--- src/rtl/cpu_pkg.sv ---
// Shared constants and types for the fetch stage.
package cpu_pkg;

  localparam int XLEN = 64;
  localparam int ILEN = 32;

  localparam logic [ILEN-1:0] NOP_INSTR = 32'h0000_0013;

  typedef enum logic [1:0] {
    IDLE = 2'd0,
    RUN  = 2'd1,
    HALT = 2'd2
  } fetch_state_e;

endpackage

--- src/rtl/instruction_fetch_if.sv ---
// Control, redirect, memory-load and IF/ID-facing signals of the fetch stage.
interface instruction_fetch_if #(
  parameter int MEM_WORDS = 64
);
  import cpu_pkg::*;

  localparam int AW = $clog2(MEM_WORDS);

  logic            Start;
  logic            PC_Write;
  logic            PCSrc;
  logic [XLEN-1:0] Branch_target;
  logic            Imem_WrEn;
  logic [AW-1:0]   Imem_WrAddr;
  logic [ILEN-1:0] Imem_WrData;
  logic [XLEN-1:0] PC_addr;
  logic [ILEN-1:0] Instruc;
  logic            Flush;
  logic            Halted;
  logic            Misaligned;
  logic [31:0]     Fetch_count;

  modport master (
    output Start, PC_Write, PCSrc, Branch_target,
    output Imem_WrEn, Imem_WrAddr, Imem_WrData,
    input  PC_addr, Instruc, Flush, Halted, Misaligned, Fetch_count
  );

  modport slave (
    input  Start, PC_Write, PCSrc, Branch_target,
    input  Imem_WrEn, Imem_WrAddr, Imem_WrData,
    output PC_addr, Instruc, Flush, Halted, Misaligned, Fetch_count
  );

endinterface

--- src/rtl/instr_mem.sv ---
// Word-organised instruction store: synchronous write, combinational read.
// Contents are deliberately not reset so a program survives a core reset.
module instr_mem
  import cpu_pkg::*;
#(
  parameter int MEM_WORDS = 64,
  localparam int AW = $clog2(MEM_WORDS)
) (
  input  logic            clk,
  input  logic            wr_en,
  input  logic [AW-1:0]   wr_addr,
  input  logic [ILEN-1:0] wr_data,
  input  logic [AW-1:0]   rd_addr,
  output logic [ILEN-1:0] rd_data
);

  logic [ILEN-1:0] mem [MEM_WORDS];

  // Load port; a same-cycle read sees the old word until this edge.
  always_ff @(posedge clk) begin
    if (wr_en) mem[wr_addr] <= wr_data;
  end

  // Zero-latency read so IF/ID captures PC and instruction together.
  always_comb begin
    rd_data = mem[rd_addr];
  end

endmodule

--- src/rtl/instruction_fetch.sv ---
// Instruction-fetch stage: PC, run/halt FSM, fetch counter and sticky
// misalignment flag around the instruction memory.
//
// state | meaning
// IDLE  | after reset, PC parked at RESET_PC, waiting for Start
// RUN   | fetching one word per cycle from the in-range PC
// HALT  | PC left the memory range; only an in-range redirect resumes
module instruction_fetch
  import cpu_pkg::*;
#(
  parameter int              MEM_WORDS = 64,
  parameter logic [XLEN-1:0] RESET_PC  = '0
) (
  input  logic clk,
  input  logic reset_n,
  instruction_fetch_if.slave bus
);

  localparam int AW = $clog2(MEM_WORDS);

  fetch_state_e    state_q, state_d;
  logic [XLEN-1:0] pc_q, pc_d;
  logic            mis_q, mis_d;
  logic [31:0]     cnt_q, cnt_d;

  logic            redirect;
  logic [XLEN-1:0] target;
  logic [ILEN-1:0] mem_rdata;

  function automatic logic word_in_range(input logic [XLEN-1:0] a);
    return a[XLEN-1:2+AW] == '0;
  endfunction

  instr_mem #(.MEM_WORDS(MEM_WORDS)) u_mem (
    .clk     (clk),
    .wr_en   (bus.Imem_WrEn),
    .wr_addr (bus.Imem_WrAddr),
    .wr_data (bus.Imem_WrData),
    .rd_addr (pc_q[2 +: AW]),
    .rd_data (mem_rdata)
  );

  // State, PC, counter and flag registers.
  always_ff @(posedge clk or negedge reset_n) begin
    if (!reset_n) begin
      state_q <= IDLE;
      pc_q    <= RESET_PC;
      mis_q   <= 1'b0;
      cnt_q   <= '0;
    end else begin
      state_q <= state_d;
      pc_q    <= pc_d;
      mis_q   <= mis_d;
      cnt_q   <= cnt_d;
    end
  end

  // Next PC by priority (redirect, stall, increment) and next FSM state.
  always_comb begin
    redirect = bus.PCSrc && (state_q != IDLE);
    target   = {bus.Branch_target[XLEN-1:2], 2'b00};
    state_d  = state_q;
    pc_d     = pc_q;
    mis_d    = mis_q;
    cnt_d    = cnt_q;

    case (state_q)
      IDLE: begin
        if (bus.Start) state_d = RUN;
      end
      RUN: begin
        if (redirect)          pc_d = target;
        else if (bus.PC_Write) pc_d = pc_q + 64'd4;
        state_d = word_in_range(pc_d) ? RUN : HALT;
        if (bus.PC_Write && !redirect) cnt_d = cnt_q + 32'd1;
      end
      HALT: begin
        if (redirect) begin
          pc_d    = target;
          state_d = word_in_range(target) ? RUN : HALT;
        end
      end
      default: state_d = IDLE;
    endcase

    if (redirect && (bus.Branch_target[1:0] != 2'b00)) mis_d = 1'b1;
  end

  // IF/ID-facing outputs, combinational from state, PC and inputs.
  always_comb begin
    bus.PC_addr     = pc_q;
    bus.Instruc     = (state_q == RUN && word_in_range(pc_q)) ? mem_rdata : NOP_INSTR;
    bus.Flush       = redirect;
    bus.Halted      = (state_q == HALT);
    bus.Misaligned  = mis_q;
    bus.Fetch_count = cnt_q;
  end

endmodule
--- src/flat_wrapper.sv ---
// flat-port wrapper written by rule: the top's interface ports become plain ports
module instruction_fetch_flat import cpu_pkg::*;
#(
  parameter int              MEM_WORDS = 64,
  parameter logic [XLEN-1:0] RESET_PC  = '0
)
  (clk, reset_n, bus_Start, bus_PC_Write, bus_PCSrc, bus_Branch_target, bus_Imem_WrEn, bus_Imem_WrAddr, bus_Imem_WrData, bus_PC_addr, bus_Instruc, bus_Flush, bus_Halted, bus_Misaligned, bus_Fetch_count);
  instruction_fetch_if #(.MEM_WORDS(MEM_WORDS)) bus_i ();
  input  logic clk;
  input  logic reset_n;
  input wire logic [$bits(bus_i.Start)-1:0] bus_Start;
  input wire logic [$bits(bus_i.PC_Write)-1:0] bus_PC_Write;
  input wire logic [$bits(bus_i.PCSrc)-1:0] bus_PCSrc;
  input wire logic [$bits(bus_i.Branch_target)-1:0] bus_Branch_target;
  input wire logic [$bits(bus_i.Imem_WrEn)-1:0] bus_Imem_WrEn;
  input wire logic [$bits(bus_i.Imem_WrAddr)-1:0] bus_Imem_WrAddr;
  input wire logic [$bits(bus_i.Imem_WrData)-1:0] bus_Imem_WrData;
  output wire logic [$bits(bus_i.PC_addr)-1:0] bus_PC_addr;
  output wire logic [$bits(bus_i.Instruc)-1:0] bus_Instruc;
  output wire logic [$bits(bus_i.Flush)-1:0] bus_Flush;
  output wire logic [$bits(bus_i.Halted)-1:0] bus_Halted;
  output wire logic [$bits(bus_i.Misaligned)-1:0] bus_Misaligned;
  output wire logic [$bits(bus_i.Fetch_count)-1:0] bus_Fetch_count;
  assign bus_i.Start = bus_Start;
  assign bus_i.PC_Write = bus_PC_Write;
  assign bus_i.PCSrc = bus_PCSrc;
  assign bus_i.Branch_target = bus_Branch_target;
  assign bus_i.Imem_WrEn = bus_Imem_WrEn;
  assign bus_i.Imem_WrAddr = bus_Imem_WrAddr;
  assign bus_i.Imem_WrData = bus_Imem_WrData;
  assign bus_PC_addr = bus_i.PC_addr;
  assign bus_Instruc = bus_i.Instruc;
  assign bus_Flush = bus_i.Flush;
  assign bus_Halted = bus_i.Halted;
  assign bus_Misaligned = bus_i.Misaligned;
  assign bus_Fetch_count = bus_i.Fetch_count;
  instruction_fetch #(.MEM_WORDS(MEM_WORDS), .RESET_PC(RESET_PC)) u_core (.clk(clk), .reset_n(reset_n), .bus(bus_i));
endmodule
--- config.mk ---
export PLATFORM = sky130hd
export DESIGN_NAME = instruction_fetch_flat
export DESIGN_NICKNAME = d
export VERILOG_FILES = /design/src/rtl/cpu_pkg.sv /design/src/rtl/instruction_fetch_if.sv /design/src/rtl/instr_mem.sv /design/src/rtl/instruction_fetch.sv /design/src/flat_wrapper.sv
export SDC_FILE = /design/constraint.sdc
export NUM_CORES = 2
export LEC_CHECK = 0
export CAP_MARGIN = 20
export CORE_MARGIN = 3
export CORE_UTILIZATION = 45
export CTS_CLUSTER_SIZE = 16
export DETAILED_ROUTE_END_ITERATION = 12
export GPL_TIMING_DRIVEN = 0
export HOLD_SLACK_MARGIN = 0.06
export SYNTH_ARGS = -nofsm -noshare
export SYNTH_HDL_FRONTEND = slang
export SYNTH_SLANG_ARGS = --single-unit
--- constraint.sdc ---
create_clock -name clk -period 6.9 [get_ports clk]
set_clock_uncertainty 0.2 [all_clocks]
set_input_delay 1.035 -clock clk [delete_from_list [all_inputs] [get_ports clk]]
set_output_delay 1.035 -clock clk [all_outputs]
set_load 0.02 [all_outputs]
==> flow_summary_export.csv <==
group,metric,value,unit
power,clockPowerShare,29.7,%
timing,setup_viol,0,
power,vdd_drop_max,0.000260,V
global_route,grt_max_degree,64,
global_route,grtUsageTotal,25.9,%
floorplan,die_area,0.194,mm^2
drt,ant_nets,0,
yosys,yosysSeqAreaShare,75.3,%
placement,placed_cell_area,0.0933,mm^2
timing,tightest_slew,1140,ps
floorplan,initial_core_util,45.5,%
placement,io_buffers,230,
power,seqPwrFrac,39.3,%
job,drv_cap,0,
setup_path,endpoint_kind,"primary output",
timing,final_hold_viol_count,0,
min_path,hold_path.class,"in -> reg",
yosys,synth_top_flop_cell,"edfxtp_1",
drt,wl,248000,um
floorplan,die_h,440,um
power,comb_power_share,31.0,%
cells_and_area,final_area,0.100,mm^2
yosys,async_flop_share,4.52,%
yosys,synth_edf_count,2048,
clock_tree,clkTransAtPathRegs,70,ps
timing,whs,247,ps
drt,drt_iter0_drc,5225,
yosys,syn_area,0.0849,mm^2
global_route,first_global_vias,44300,
drt,vias_per_cell,6.13,
yosys,syn_inst,3925,
timing,fin_crit,6760,ps
timing,finalCritPeriodShare,98.0,%
placement,detailed_place_hpwl,173000,um
timing,max_freq,0.148,GHz
placement,gp_congestion,0.931,
yosys,synth.distinct_cells,73,
floorplan,coreArea,0.186,mm^2
power,power.switching,12.0,mW
drt,vias,44000,
power,p_per_area,377,mW/mm^2
clock_tree,clock_tree.root_cell,"clkbuf_16",
timing,grt_setup_unrepaired,"false",
setup_path,worstSetupStartpointType,"register",
clock_tree,cts_setup_buffers,0,
power,power.total,37.8,mW
yosys,ys_warn_count,0,
floorplan,fp.dieW,440,um
power,p_int,25.8,mW
timing,setup_tns,0,ps
placement,post-place-ws,-372,ps
setup_path,arrival,5530,ps
yosys,syn_avg_cell_area,21.6,um^2
clock_tree,cts_max_level,4,
drt,wl_per_cell,34.6,um
clock_tree,clk-insertion-delay-late,840,ps
setup_path,crit_fanout,10,
power,switching_share,31.8,%
clock_tree,cts_tree,"built",
drt,drt_first_pass_iters,5,
setup_path,required,5660,ps
floorplan,num_rows,158,
cells_and_area,syn2layout_area_growth,18.3,%
timing,setup_ws,138,ps
global_route,grt_pass1_wl,348000,um
yosys,synth-seq-cells,2145,
drt,drc,0,
clock_tree,cts_inserted_buffers,213,
cells_and_area,drive_gt1_share,28.4,%
floorplan,ios,239,
clock_tree,clk_path_buf_depth,3,
setup_path,critPathKind,"reg -> out",
global_route,antenna_found_initial,9,
run_status,status,"complete, no violations",
clock_tree,cts.sinks,2145,
global_route,gr-total-overflow,0,
power,leakagePower,31.0,nW
timing,drv_slew,0,
cells_and_area,final_nets,4635,
timing,max_slew_margin,23.9,%
-- worst paths after layout --
check                                             end                       start  slack [ps]  depth (start not counted)
setup / recovery                       bus_Instruc[3]       u_core.bus.PC_addr[2]         140                          9
min in group asynchronous   u_core.bus.Fetch_count[5]                     reset_n         540                          2
hold reg to reg            u_core.bus.Fetch_count[31]  u_core.bus.Fetch_count[31]         270                          1
setup reg to reg                    u_core.state_q[1]       u_core.bus.PC_addr[3]        1870                         11
max in group asynchronous  u_core.bus.Fetch_count[31]                     reset_n        5210                          3
hold / removal                u_core.u_mem.mem[14][4]          bus_Imem_WrData[4]         250                          1
-- critical path: stages (launching register included) --
cell and delay [ps]:
dfrtp_2 560, clkbuf_4 390, clkbuf_2 460, buf_1 610, buf_8 240, mux4_2 520
mux4_2 550, mux4_2 620, nor2b_1 180, clkdlybuf4s50_1 550
-- cell families after synthesis --
kind of cell	count (synthesis)	share of synthesized area [%]
compound gates	221	1.50
xor+xnor	70	0.722
fa+ha+maj	2	0.0295
buf+inv	261	1.21
flops	2145	75.3
mux	677	17.9
other cells	1	0.00442
simple gates	548	3.35
-- routing by layer --
layer  vias up  global-route usage [%]  wire (um)  share of wire [%]
li1      17800                       -          -                  -
met1     23700                    34.9      96300                 39
met2      2129                    41.9     121000                 49
met3       426                    4.30      18800                7.6
met4         4                    11.3      11800                4.8
met5         -                       0         24             0.0097
-- cell type report --
class | instances | area, um^2
clock inverters | 126 | 1210
well taps | 2480 | 3100
multi-input cells | 1520 | 20400
fillers | 14200 | 86000
plain buffers | 241 | 1140
flip-flops and latches | 2145 | 63900
inverters | 20 | 75.1
repair buffers | 384 | 4980
diodes | 5 | 12.5
clock buffers | 258 | 5540
-- cells in the mapped netlist (all sizes together), types with 3 or more instances --
library cell | n | area (um^2)
a211oi | 4 | 35.0
nand4 | 48 | 313
and4 | 8 | 70.1
mux2 | 3 | 33.8
buf | 78 | 344
or2 | 5 | 31.3
a31oi | 7 | 43.8
nor3 | 25 | 130
nand2 | 88 | 330
mux4 | 672 | 15100
nand2b | 6 | 37.5
and3 | 20 | 125
inv | 20 | 75.1
xor2 | 18 | 158
nor4 | 48 | 319
o22a | 4 | 35.0
dfrtp | 97 | 2430
xnor2 | 52 | 455
o22ai | 20 | 125
or3 | 14 | 87.6
a22oi | 9 | 67.6
or4 | 17 | 143
edfxtp | 2048 | 61500
nor2 | 154 | 586
nor2b | 36 | 225
nand3 | 66 | 340
a21oi | 96 | 480
o21ai | 60 | 300
clkbuf | 163 | 612
-- power by group through the flow --
| stage | clock [mW] | combinational, mW | sequential [mW] |
|---|---|---|---|
| 2_1_floorplan | 0 | 6.41 | 15.2 |
| 3_3_place_gp | 0 | 11.4 | 15.2 |
| 3_5_place_dp | 0 | 11.7 | 15.1 |
| 4_1_cts | 11.4 | 11.7 | 14.9 |
| 5_1_grt | 12.0 | 12.2 | 14.9 |
| 6_report | 11.2 | 11.7 | 14.9 |
-- sequential cells by signal (all words and copies together) (netlist names) --
name                    flops
u_core.bus.Fetch_count     32
u_core.bus.Misaligned       1
u_core.bus.PC_addr         62
u_core.state_q              2
u_core.u_mem.mem         2048
-- stage by stage --
step,utilization [%],instances
2_1_floorplan,-,3926
3_3_place_gp,48.4,6636
3_5_place_dp,50.0,6776
4_1_cts,53.8,7161
5_1_grt,53.9,7177
6_report,53.9,7179
-- placed cells by master (no fill, tap or decap), drive strengths merged, types with 14 or more instances in the layout --
master and n:
nor3 25, clkdlybuf4s15 15, buf 247, and3 20
nor2b 36, or3 14, nor4 48, xor2 18
edfxtp 2048, o21ai 60, inv 27, nand4 48
o22ai 20, or4 17, clkdlybuf4s50 197, xnor2 52
nand3 66, a21oi 96, bufinv 15, nand2 88
clkbuf 422, clkinv 96, mux4 672, dfrtp 97
nor2 154
-- timing repair --
item,in CTS,in global routing
gates resized for setup,71,4
hold buffers,1,0
pin swaps,0,0
setup endpoints to repair,32,13
hold endpoints to repair,35,0
Power figures use the tool's default switching activity.
